===== src/rtl/accel_sched_pkg.sv =====
// Shared definitions for the accelerator scheduler.
// Holds the scheduler FSM state type and the operand/result widths that the
// scheduler, its arbiter and the accelerator command port must agree on.
package accel_sched_pkg;

    localparam int unsigned UI_W   = 2;
    localparam int unsigned VI_W   = 5;
    localparam int unsigned DATA_W = 21;

    typedef enum logic [1:0] {
        StIdle,
        StStart,
        StBusy,
        StFinish
    } sched_state_e;

endpackage


===== src/rtl/accel_rr_pick2.sv =====
// Two-way round-robin pick.
// Ports:
//   req0, req1 : request levels from requester 0 / 1
//   last       : requester served most recently (0 or 1)
//   gnt        : one-hot grant, bit 0 = requester 0, bit 1 = requester 1
// A lone request always wins; on contention the requester not served last wins.
module accel_rr_pick2 (
    input  logic       req0,
    input  logic       req1,
    input  logic       last,
    output logic [1:0] gnt
);

    always_comb begin
        gnt = 2'b00;
        if (req0 && req1) begin
            gnt = last ? 2'b01 : 2'b10;
        end else begin
            gnt = {req1, req0};
        end
    end

endmodule


===== src/rtl/accel_scheduler.sv =====
// Two-requester job scheduler for a single accelerator.
// Ports:
//   clk, rst                    : clock, synchronous active-low reset
//   req0/1, ui0/1, vi0/1        : job requests and operands per requester
//   ack0/1                      : one-cycle grant pulse, operands latched at that edge
//   rvalid0/1, rdata            : result-word strobe per requester, shared result word
//   done0/1, err                : job-complete pulse, timeout-abort pulse
//   acc_wrStart, acc_ui, acc_vi : accelerator start command and operands
//   acc_done, acc_wrReq, acc_wrData : accelerator completion and result stream
// All outputs are registered. Flow: IDLE -> START (acc_wrStart held START_CYCLES
// cycles) -> BUSY (results forwarded with one cycle latency) -> FINISH -> IDLE,
// or BUSY -> IDLE with err once TIMEOUT BUSY cycles pass without acc_done.
module accel_scheduler
    import accel_sched_pkg::*;
#(
    parameter int unsigned START_CYCLES = 4,
    parameter int unsigned TIMEOUT      = 4095
) (
    input  logic              clk,
    input  logic              rst,
    input  logic              req0,
    input  logic              req1,
    input  logic [UI_W-1:0]   ui0,
    input  logic [UI_W-1:0]   ui1,
    input  logic [VI_W-1:0]   vi0,
    input  logic [VI_W-1:0]   vi1,
    output logic              ack0,
    output logic              ack1,
    output logic              rvalid0,
    output logic              rvalid1,
    output logic [DATA_W-1:0] rdata,
    output logic              done0,
    output logic              done1,
    output logic              err,
    output logic              acc_wrStart,
    output logic [UI_W-1:0]   acc_ui,
    output logic [VI_W-1:0]   acc_vi,
    input  logic              acc_done,
    input  logic              acc_wrReq,
    input  logic [DATA_W-1:0] acc_wrData
);

    localparam int unsigned SCNT_W = $clog2(START_CYCLES + 1);
    localparam int unsigned BCNT_W = $clog2(TIMEOUT + 1);

    sched_state_e      state_q;
    logic [SCNT_W-1:0] scnt_q;
    logic [BCNT_W-1:0] bcnt_q;
    logic [BCNT_W-1:0] bcnt_d;
    logic              last_q;  // requester served last; 1 after reset so requester 0 leads
    logic              gnt_q;   // requester owning the current job
    logic [1:0]        pick;

    accel_rr_pick2 u_pick (
        .req0 (req0),
        .req1 (req1),
        .last (last_q),
        .gnt  (pick)
    );

    always_comb begin
        bcnt_d = bcnt_q + BCNT_W'(1);
    end

    always_ff @(posedge clk) begin
        if (!rst) begin
            state_q     <= StIdle;
            scnt_q      <= '0;
            bcnt_q      <= '0;
            last_q      <= 1'b1;
            gnt_q       <= 1'b0;
            ack0        <= 1'b0;
            ack1        <= 1'b0;
            rvalid0     <= 1'b0;
            rvalid1     <= 1'b0;
            rdata       <= '0;
            done0       <= 1'b0;
            done1       <= 1'b0;
            err         <= 1'b0;
            acc_wrStart <= 1'b0;
            acc_ui      <= '0;
            acc_vi      <= '0;
        end else begin
            // Pulse outputs default low every cycle.
            ack0    <= 1'b0;
            ack1    <= 1'b0;
            rvalid0 <= 1'b0;
            rvalid1 <= 1'b0;
            done0   <= 1'b0;
            done1   <= 1'b0;
            err     <= 1'b0;

            unique case (state_q)
                StIdle: begin
                    if (pick != 2'b00) begin
                        ack0        <= pick[0];
                        ack1        <= pick[1];
                        gnt_q       <= pick[1];
                        acc_ui      <= pick[1] ? ui1 : ui0;
                        acc_vi      <= pick[1] ? vi1 : vi0;
                        acc_wrStart <= 1'b1;
                        // The ack cycle is the first of the START_CYCLES strobe cycles.
                        scnt_q      <= SCNT_W'(1);
                        state_q     <= StStart;
                    end
                end
                StStart: begin
                    if (scnt_q == SCNT_W'(START_CYCLES)) begin
                        acc_wrStart <= 1'b0;
                        scnt_q      <= '0;
                        bcnt_q      <= '0;
                        state_q     <= StBusy;
                    end else begin
                        scnt_q <= scnt_q + SCNT_W'(1);
                    end
                end
                StBusy: begin
                    if (acc_wrReq) begin
                        rdata   <= acc_wrData;
                        rvalid0 <= ~gnt_q;
                        rvalid1 <= gnt_q;
                    end
                    // acc_done wins over a timeout landing on the same cycle.
                    if (acc_done) begin
                        bcnt_q  <= '0;
                        state_q <= StFinish;
                    end else if (bcnt_d == BCNT_W'(TIMEOUT)) begin
                        err     <= 1'b1;
                        last_q  <= gnt_q;
                        bcnt_q  <= '0;
                        state_q <= StIdle;
                    end else begin
                        bcnt_q <= bcnt_d;
                    end
                end
                StFinish: begin
                    done0   <= ~gnt_q;
                    done1   <= gnt_q;
                    last_q  <= gnt_q;
                    state_q <= StIdle;
                end
                default: state_q <= StIdle;
            endcase
        end
    end

endmodule


===== config.mk =====
export PLATFORM = sky130hd
export DESIGN_NAME = accel_scheduler
export DESIGN_NICKNAME = d
export VERILOG_FILES = /design/src/rtl/accel_sched_pkg.sv /design/src/rtl/accel_rr_pick2.sv /design/src/rtl/accel_scheduler.sv
export SDC_FILE = /design/constraint.sdc
export NUM_CORES = 1
export LEC_CHECK = 0
export ABC_AREA = 1
export CORE_MARGIN = 1
export CORE_UTILIZATION = 48
export CTS_BUF_LIST = sky130_fd_sc_hd__clkbuf_8
export DETAILED_ROUTE_END_ITERATION = 10
export GPL_TIMING_DRIVEN = 0
export HOLD_SLACK_MARGIN = 0.08
export PLACE_DENSITY = 0.88
export SYNTH_ARGS = -nofsm -noshare
export SYNTH_HDL_FRONTEND = slang
export SYNTH_SLANG_ARGS = --single-unit

===== constraint.sdc =====
create_clock -name clk -period 2.5 [get_ports clk]
set_clock_uncertainty 0.15 [all_clocks]
set_input_delay 0.625 -clock clk [delete_from_list [all_inputs] [get_ports clk]]
set_output_delay 0.625 -clock clk [all_outputs]
set_load 0.05 [all_outputs]

# Yosys cells after proc, flatten, opt, wreduce, memory -nomap -nowiden
# Index checks and enable logic that the tools add are counted.
# op_classes
n_eq_ne	10
n_addsub	2
muxes	23
n_bitwise	3
reduce_logical	17
# op_table
operator	count
$mux 12	3
$pmux 12 s2	1
$reduce_and 3->1	5
$mux 2	7
$add 12x1->12 const B	1
$eq 12x12->1 const B	1
$reduce_and 2->1	5
$ne 2x2->1 const B	4
$pmux 2 s4	1
$reduce_bool 2->1	4
$mux 3	2
$pmux 3 s2	1
$mux 1	5
$mux 5	1
$eq 2x2->1 const B	2
$pmux 1 s2	2
$add 3x1->3 const B	1
$eq 3x3->1 const B	1
$ne 3x3->1 const B	1
$not 1->1	3
$reduce_or 3->1	1
$eq 2x1->1 const B	1
$logic_not 2->1	1
$logic_and 1x1->1	1
# totals
word_cells	71
regBits	55

# Depth between registers and ports, before layout
# Gate-level depths: netlist (run 1).
# depth
depth_word	5
ltp_mapped	13
depth_no_buf	13

# Hierarchy
# From an unflattened synthesis (run 1), not the netlist that was laid out.
# unflattened
hier_cells	342
area_unflattened_um2	2474.9
# modules_own_cells
mod	cells_each	area_each_um2	seq_area_each_um2	n_inst
accel_scheduler	337	2453.6	1101.1	1
accel_rr_pick2	5	21.3	0.0	1

# Worst setup path after synthesis (run 1)
# Ideal clock, no wire load.
# synth_path
path_type	input-to-reg
from	input req1
to	register acc_ui[1]
slack_ns	0.634
t_arrival_ns	1.591
cell_stages	9
cell_sequence	buf_2 -> inv_1 -> o21ai_0 -> nand2_1 -> nand2_1 -> inv_1 -> buf_2 -> o21ai_0 -> a31oi_1
# synth_between
elab_chain_cells	4
elab_cells_between_ends	5
# synth_rtl
item	line	source
start, declared	accel_scheduler.sv:22	input logic req1,
$logic_and 1x1->1	accel_rr_pick2.sv:16	if (req0 && req1) begin
$mux 2 (*)	accel_rr_pick2.sv:16	
$reduce_bool 2->1	accel_scheduler.sv:95	if (pick != 2'b00) begin
$reduce_and 2->1 (no source line)	--	
end signal, assigned	accel_scheduler.sv:99	acc_ui <= pick[1] ? ui1 : ui0;
end, declared	accel_scheduler.sv:36	output logic [UI_W-1:0] acc_ui,
# Mark *: on every way between the ends. The rest lies on a longest branch, timed or not.
# A chain may end at the register's enable or synchronous reset.

# Final worst setup path (run 1)
# layout_path
from	register rdata[16]
to	output rdata[16]
# layout_lines
item	line	source
start, declared	accel_scheduler.sv:31	output logic [DATA_W-1:0] rdata,
start signal, assigned	accel_scheduler.sv:119	rdata <= acc_wrData;
# No word-level cell between the ends.

==> flow_summary.yaml, run 1 <==
logic_synthesis:
  synth_cell_types: 23
  syn_nets: 409
  netlist_area_um2: 2554
  synth_area_leader_cell: "dfxtp_1"
  yosysSeqAreaShare_pct: 43.12
  syn_inst: 363
  synth_top_area_share_pct: 43.12
  yosys-top-cells-area: "dfxtp_1 (43%), nand2_1 (16%), nand3_1 (10%)"
  synth_seq_cells: 55
  synth.avg_cell_area_um2: 7.035
  yosys_warnings: 0
final_layout:
  layout.cells.non_filler: 516
  nNetsFinal: 491
  syn2layout_area_growth_pct: 36.40
  antenna_cells: 0
  multiInputGateArea_um2: 1271
  layout_common_cells: "nand2_1 (108), clkdlybuf4s50_1 (75), dfxtp_1 (55)"
  fill_cells: 449
  final_cell_area_um2: 3483
  drive_gt1_share_pct: 5.381
  regArea_um2: 1101
  final_common_cell: "nand2_1"
place:
  dpl.hpwl_um: 4721
  place_ws_ns: -0.01270
  io_buffers: 75
  dpl.cell_count: 508
  gp_congestion: 0.8725
  dpl_cell_area_um2: 3392
clock_network:
  clk_pin_slew_ns: 0.11
  hold_buffers: 0
  cts_tree: "built"
  clock_path_buffers: 2
  cts-root-buf: "clkbuf_8"
  insertion_delay_ns: 0.31
  cts_sinks: 55
  cts_post_setup_buffers_inserted: 0
  htreeDepth: 2
  cts_buffers: 5
  cts_resized: 0
critical_path:
  worst-path-buf-inv: 1
  criticalPathCategory: "reg -> out"
  critPathMaxFanout: 2
  cp.required_ns: 1.73
  slowest_delay_ns: 0.82
  cp_data_arrival_time_ns: 1.49
  crit_slowest_cell: "clkdlybuf4s50_1"
  critPathLaunchType: "register"
  cp-end-kind: "primary output"
  path_cells: "clkdlybuf4s50_1"
  cp_top_family: "buffers and inverters"
run_status:
  outcome: "completed"
timing:
  rsz0062_at_grt: "false"
  hold_violations: 0
  period_share_pct: 90.73
  finalSetupViolCount: 0
  slew_headroom_pct: 63.98
  slew_viol_final: 0
  hold_slack_ns: 0.3190
  fin_ws_ns: 0.2317
  fin_crit_ns: 2.268
  max_freq_ghz: 0.4409
  tightestPinTransition_ns: 0.5387
pwr:
  ir_worst_vdd_mv: 0.4703
  p_per_area_nw_per_um2: 667.9
  power_uw: 2326
  p_leak_uw: 0.001279
route:
  drc: 0
  wl_per_cell_um: 12.43
  via_count: 2679
  final_antenna_net_count: 0
  drtIter0Drc: 145
  wirelength_um: 6412
  first_pass_iters: 4
  drt-vias-per-instance: 5.192
die:
  die-width_um: 74.94
  row_count: 26
  die_height_um: 74.94
  die_area_um2: 5616
  core_um2: 5107
  io-pin-count: 77
  floorplan.initialDensity_pct: 50.00
global_route:
  grt_pass1_vias: 2369
  grt_use_total_pct: 23.16
  antenna_found_initial: 0
  grt_max_degree: 19
  grt_overflow: 0
  grt_pass1_wl_um: 10120
flow_run:
  max-cap-violations: 0
min_path:
  min_path_type: "reg -> reg"
==> cells by family (layout without fill, tap and decap cells) <==
group / after synthesis / after routing / synth area share (%)
buffers and inverters: 45 / 128 / 7.105
adder cells (fa/ha/maj): 5 / 5 / 2.450
AO/OA/AOI/OAI: 61 / 61 / 12.49
flip-flops: 55 / 55 / 43.12
AND/OR/NAND/NOR: 197 / 197 / 34.84
==> worst paths after layout <==
| kind | startpoint | endpoint | slack [ns] | depth (start not counted) |
|---|---|---|---|---|
| worst max-delay path | rdata[16]$_SDFFE_PN0P_ | rdata[16] | 0.23 | 1 |
| worst min-delay path | rdata[19]$_SDFFE_PN0P_ | rdata[19]$_SDFFE_PN0P_ | 0.32 | 2 |
| worst max register to register | bcnt_q[1]$_SDFFE_PN0P_ | bcnt_q[5]$_SDFFE_PN0P_ | 0.41 | 11 |
| worst min register to register | rdata[19]$_SDFFE_PN0P_ | rdata[19]$_SDFFE_PN0P_ | 0.32 | 2 |
==> sequential cells by signal, indices dropped and copies added (netlist names) <==
signal	cells
rdata	21
bcnt_q	12
acc_vi	5
scnt_q	3
acc_ui	2
state_q	2
acc_wrStart	1
ack0	1
ack1	1
done0	1
done1	1
err	1
gnt_q	1
last_q	1
rvalid0	1
rvalid1	1
==> synthesized netlist by cell type <==
cell type and n:
nor2_2 4, o21ai_0 14, nand3b_1 3, nor2_4 2
nand2_4 1, clkbuf_1 13, nand3_1 51, buf_2 4
nand4_1 3, ha_1 5, nor3_1 2, nand2_1 108
or2_2 1, a21oi_1 37, dfxtp_1 55, o211ai_1 1
nand3_2 2, o22ai_1 1, inv_1 27, nor4_4 1
buf_6 1, nor2_1 19, a31oi_1 8
==> worst register-to-register path: stages (launching register included) <==
cell and delay, ns:
dfxtp_1 0.44, ha_1 0.25, nand2_1 0.09, nor2_1 0.18
nand3b_1 0.10, nand2_1 0.09, nand2_1 0.07, nor2_2 0.13
nand3_2 0.13, buf_6 0.18, nand3_1 0.07, a21oi_1 0.07
==> per-layer routing <==
layer	vias to the layer above	routed length, um	track usage (%)
met5	-	0	0
met4	0	87	7.757
met3	10	182	3.481
met2	51	3299	41.34
met1	1260	2843	28.48
li1	1358	-	-
==> power breakdown <==
| group | switching (uW) | internal (uW) | leakage (uW) |
|---|---|---|---|
| logic | 520 | 268 | 0.000784 |
| registers | 57.2 | 967 | 0.000447 |
| clock network | 310 | 204 | 0.0000489 |
| total | 887 | 1440 | 0.00128 |
==> layout make-up <==
type	count	share of cell area (%)
plain buffers	18	2.299
flip-flops and latches	55	31.61
well taps	70	2.514
clock buffers	5	1.976
clock inverters	3	0.6466
inverters	27	2.909
multi-input cells	263	36.49
repair buffers	75	21.55
==> through the flow <==
| step | TNS [ns] | util [%] |
|---|---|---|
| final | 0 | 68.20 |
| after global routing | 0 | 68.20 |
| after CTS | 0 | 68.20 |
| after detailed placement | -0.01925 | 66.41 |
| after global placement | 0 | 66.41 |
| after floorplan | 0 | - |
Power figures use the tool's default switching activity.
==> run 2: changes to the inputs <==
--- a/config.mk
+++ b/config.mk
@@ -12,7 +12,7 @@
 export DETAILED_ROUTE_END_ITERATION = 10
 export GPL_TIMING_DRIVEN = 0
 export HOLD_SLACK_MARGIN = 0.08
-export PLACE_DENSITY = 0.88
+export PLACE_DENSITY = 0.79
 export SYNTH_ARGS = -nofsm -noshare
 export SYNTH_HDL_FRONTEND = slang
 export SYNTH_SLANG_ARGS = --single-unit
==> run 2 against run 1 <==
Cell count is the same; die area unchanged; combinational power hardly changed; maximum frequency shrank 0.61%; power hardly changed; via count down 2.8%; critical path type unchanged; critical endpoint is now rdata[10]; largest power group unchanged.
==> flow_summary.yaml, run 2 (synthesis results as in run 1) <==
run_status:
  outcome: "completed"
critical_path:
  r2r_cells: 11
  criticalPathCategory: "reg -> out"
  rr_endpoint: "bcnt_q[3]$_SDFFE_PN0P_"
  cp.required_ns: 1.73
  critPathMaxFanout: 2
  cp_data_arrival_time_ns: 1.51
  crit_slowest_cell: "clkdlybuf4s50_1"
  slowest_delay_ns: 0.85
  r2r-start: "bcnt_q[1]$_SDFFE_PN0P_"
  path_cells: "clkdlybuf4s50_1"
  cp_top_family: "buffers and inverters"
  cp-end-kind: "primary output"
  critPathLaunchType: "register"
  r2r_slack_ns: 0.43
  worst-path-buf-inv: 1
place:
  dpl.hpwl_um: 4598
  gp_congestion: 0.8199
  io_buffers: 75
  dpl.cell_count: 508
timing:
  slew_headroom_pct: 62.42
  hold_violations: 0
  hold_slack_ns: 0.3143
  rsz0062_at_grt: "false"
  finalSetupViolCount: 0
  slew_viol_final: 0
  tightestPinTransition_ns: 0.5620
  fin_crit_ns: 2.282
  setup_tns_ns: 0
  max_freq_ghz: 0.4382
  period_share_pct: 91.29
route:
  final_antenna_net_count: 0
  first_pass_iters: 5
  wirelength_um: 6401
  drt-vias-per-instance: 5.048
  wl_per_cell_um: 12.41
  drc: 0
  via_count: 2605
  drtIter0Drc: 118
global_route:
  antenna_found_initial: 0
  grt_pass1_wl_um: 9832
  grt_max_degree: 17
  grt_overflow: 0
  grt_use_total_pct: 22.91
  grt_pass1_vias: 2259
min_path:
  hold_start: "rdata[6]$_SDFFE_PN0P_"
  min_delay_path_depth: 2
  min_path_type: "reg -> reg"
  whs_endpoint: "rdata[6]$_SDFFE_PN0P_"
final_layout:
  layout_common_cells: "nand2_1 (108), clkdlybuf4s50_1 (75), dfxtp_1 (55)"
  nNetsFinal: 491
  antenna_cells: 0
  layout.cells.non_filler: 516
  largest_register_ffs: 21
  fin_util_pct: 68.28
  top_register: "rdata"
  final_common_cell: "nand2_1"
  syn2layout_area_growth_pct: 36.55
  reg.largest.list: "rdata: 21 flops, bcnt_q: 12 flops, acc_vi: 5 flops"
  drive_gt1_share_pct: 5.157
flow_run:
  max-cap-violations: 0
clock_network:
  clk_pin_slew_ns: 0.09
  cts-root-buf: "clkbuf_8"
  htreeDepth: 2
  cts_resized: 0
  cts_buffers: 5
  cts_post_setup_buffers_inserted: 0
  hold_buffers: 0
  cts_sinks: 55
  cts_tree: "built"
  insertion_delay_ns: 0.31
  clock_path_buffers: 2
pwr:
  p_per_area_nw_per_um2: 667.7
  p_leak_uw: 0.001283
  power_uw: 2328
  ir_worst_vdd_mv: 0.4168
die:
  row_count: 26
  die_area_um2: 5616
  core_um2: 5107
  die-width_um: 74.94
  die_height_um: 74.94
  floorplan.initialDensity_pct: 50.00
  io-pin-count: 77
-- run 2: how the worst max path moves through the flow --
stage | startpoint | endpoint | slack, ns | depth (start not counted)
2_1_floorplan | req1 | acc_ui[1]$_SDFFE_PN0P_ | 0.63 | 9
3_5_place_dp | rst | bcnt_q[6]$_SDFFE_PN0P_ | -0.03 | 5
5_1_grt | req0 | state_q[0]$_SDFFE_PN0P_ | 0.13 | 9
6_report | rdata[10]$_SDFFE_PN0P_ | rdata[10] | 0.22 | 1
4_1_cts | rdata[16]$_SDFFE_PN0P_ | rdata[16] | 0.21 | 1
3_3_place_gp | rst | bcnt_q[1]$_SDFFE_PN0P_ | -0.02 | 5
-- run 2: layout make-up --
class | count | area, um2
Sequential cell | 55 | 1101
Tap cell | 70 | 87.58
Timing Repair Buffer | 75 | 750.7
Buffer | 18 | 80.08
Clock inverter | 2 | 12.51
Multi-Input combinational cell | 263 | 1271
Inverter | 27 | 101.3
Fill cell | 447 | 1620
Clock buffer | 6 | 82.58
-- run 2: metrics by stage --
step	setup slack (ns)	instance area, um2
global placement	-0.01762	3392
detailed placement	-0.02769	3392
floorplan	0.6337	2554
CTS	0.2146	3487
finish	0.2177	3487
global route	0.1292	3487
-- run 2: layer usage --
metal  wire length (um)  vias to the layer above  part of all wire [%]  track usage, %
li1                   -                     1360                     -               -
met1               2968                     1180                    46           29.54
met2               3038                       54                    47           37.54
met3                253                       11                   4.0           4.284
met4                140                        0                   2.2           9.853
met5                  0                        -                     0               0
-- run 2: power breakdown --
group	internal [uW]	leakage, uW	total [uW]	switching (uW)
sequential	967	0.000447	1020	54.1
clock	224	0.0000526	516	292
combinational	268	0.000784	791	523
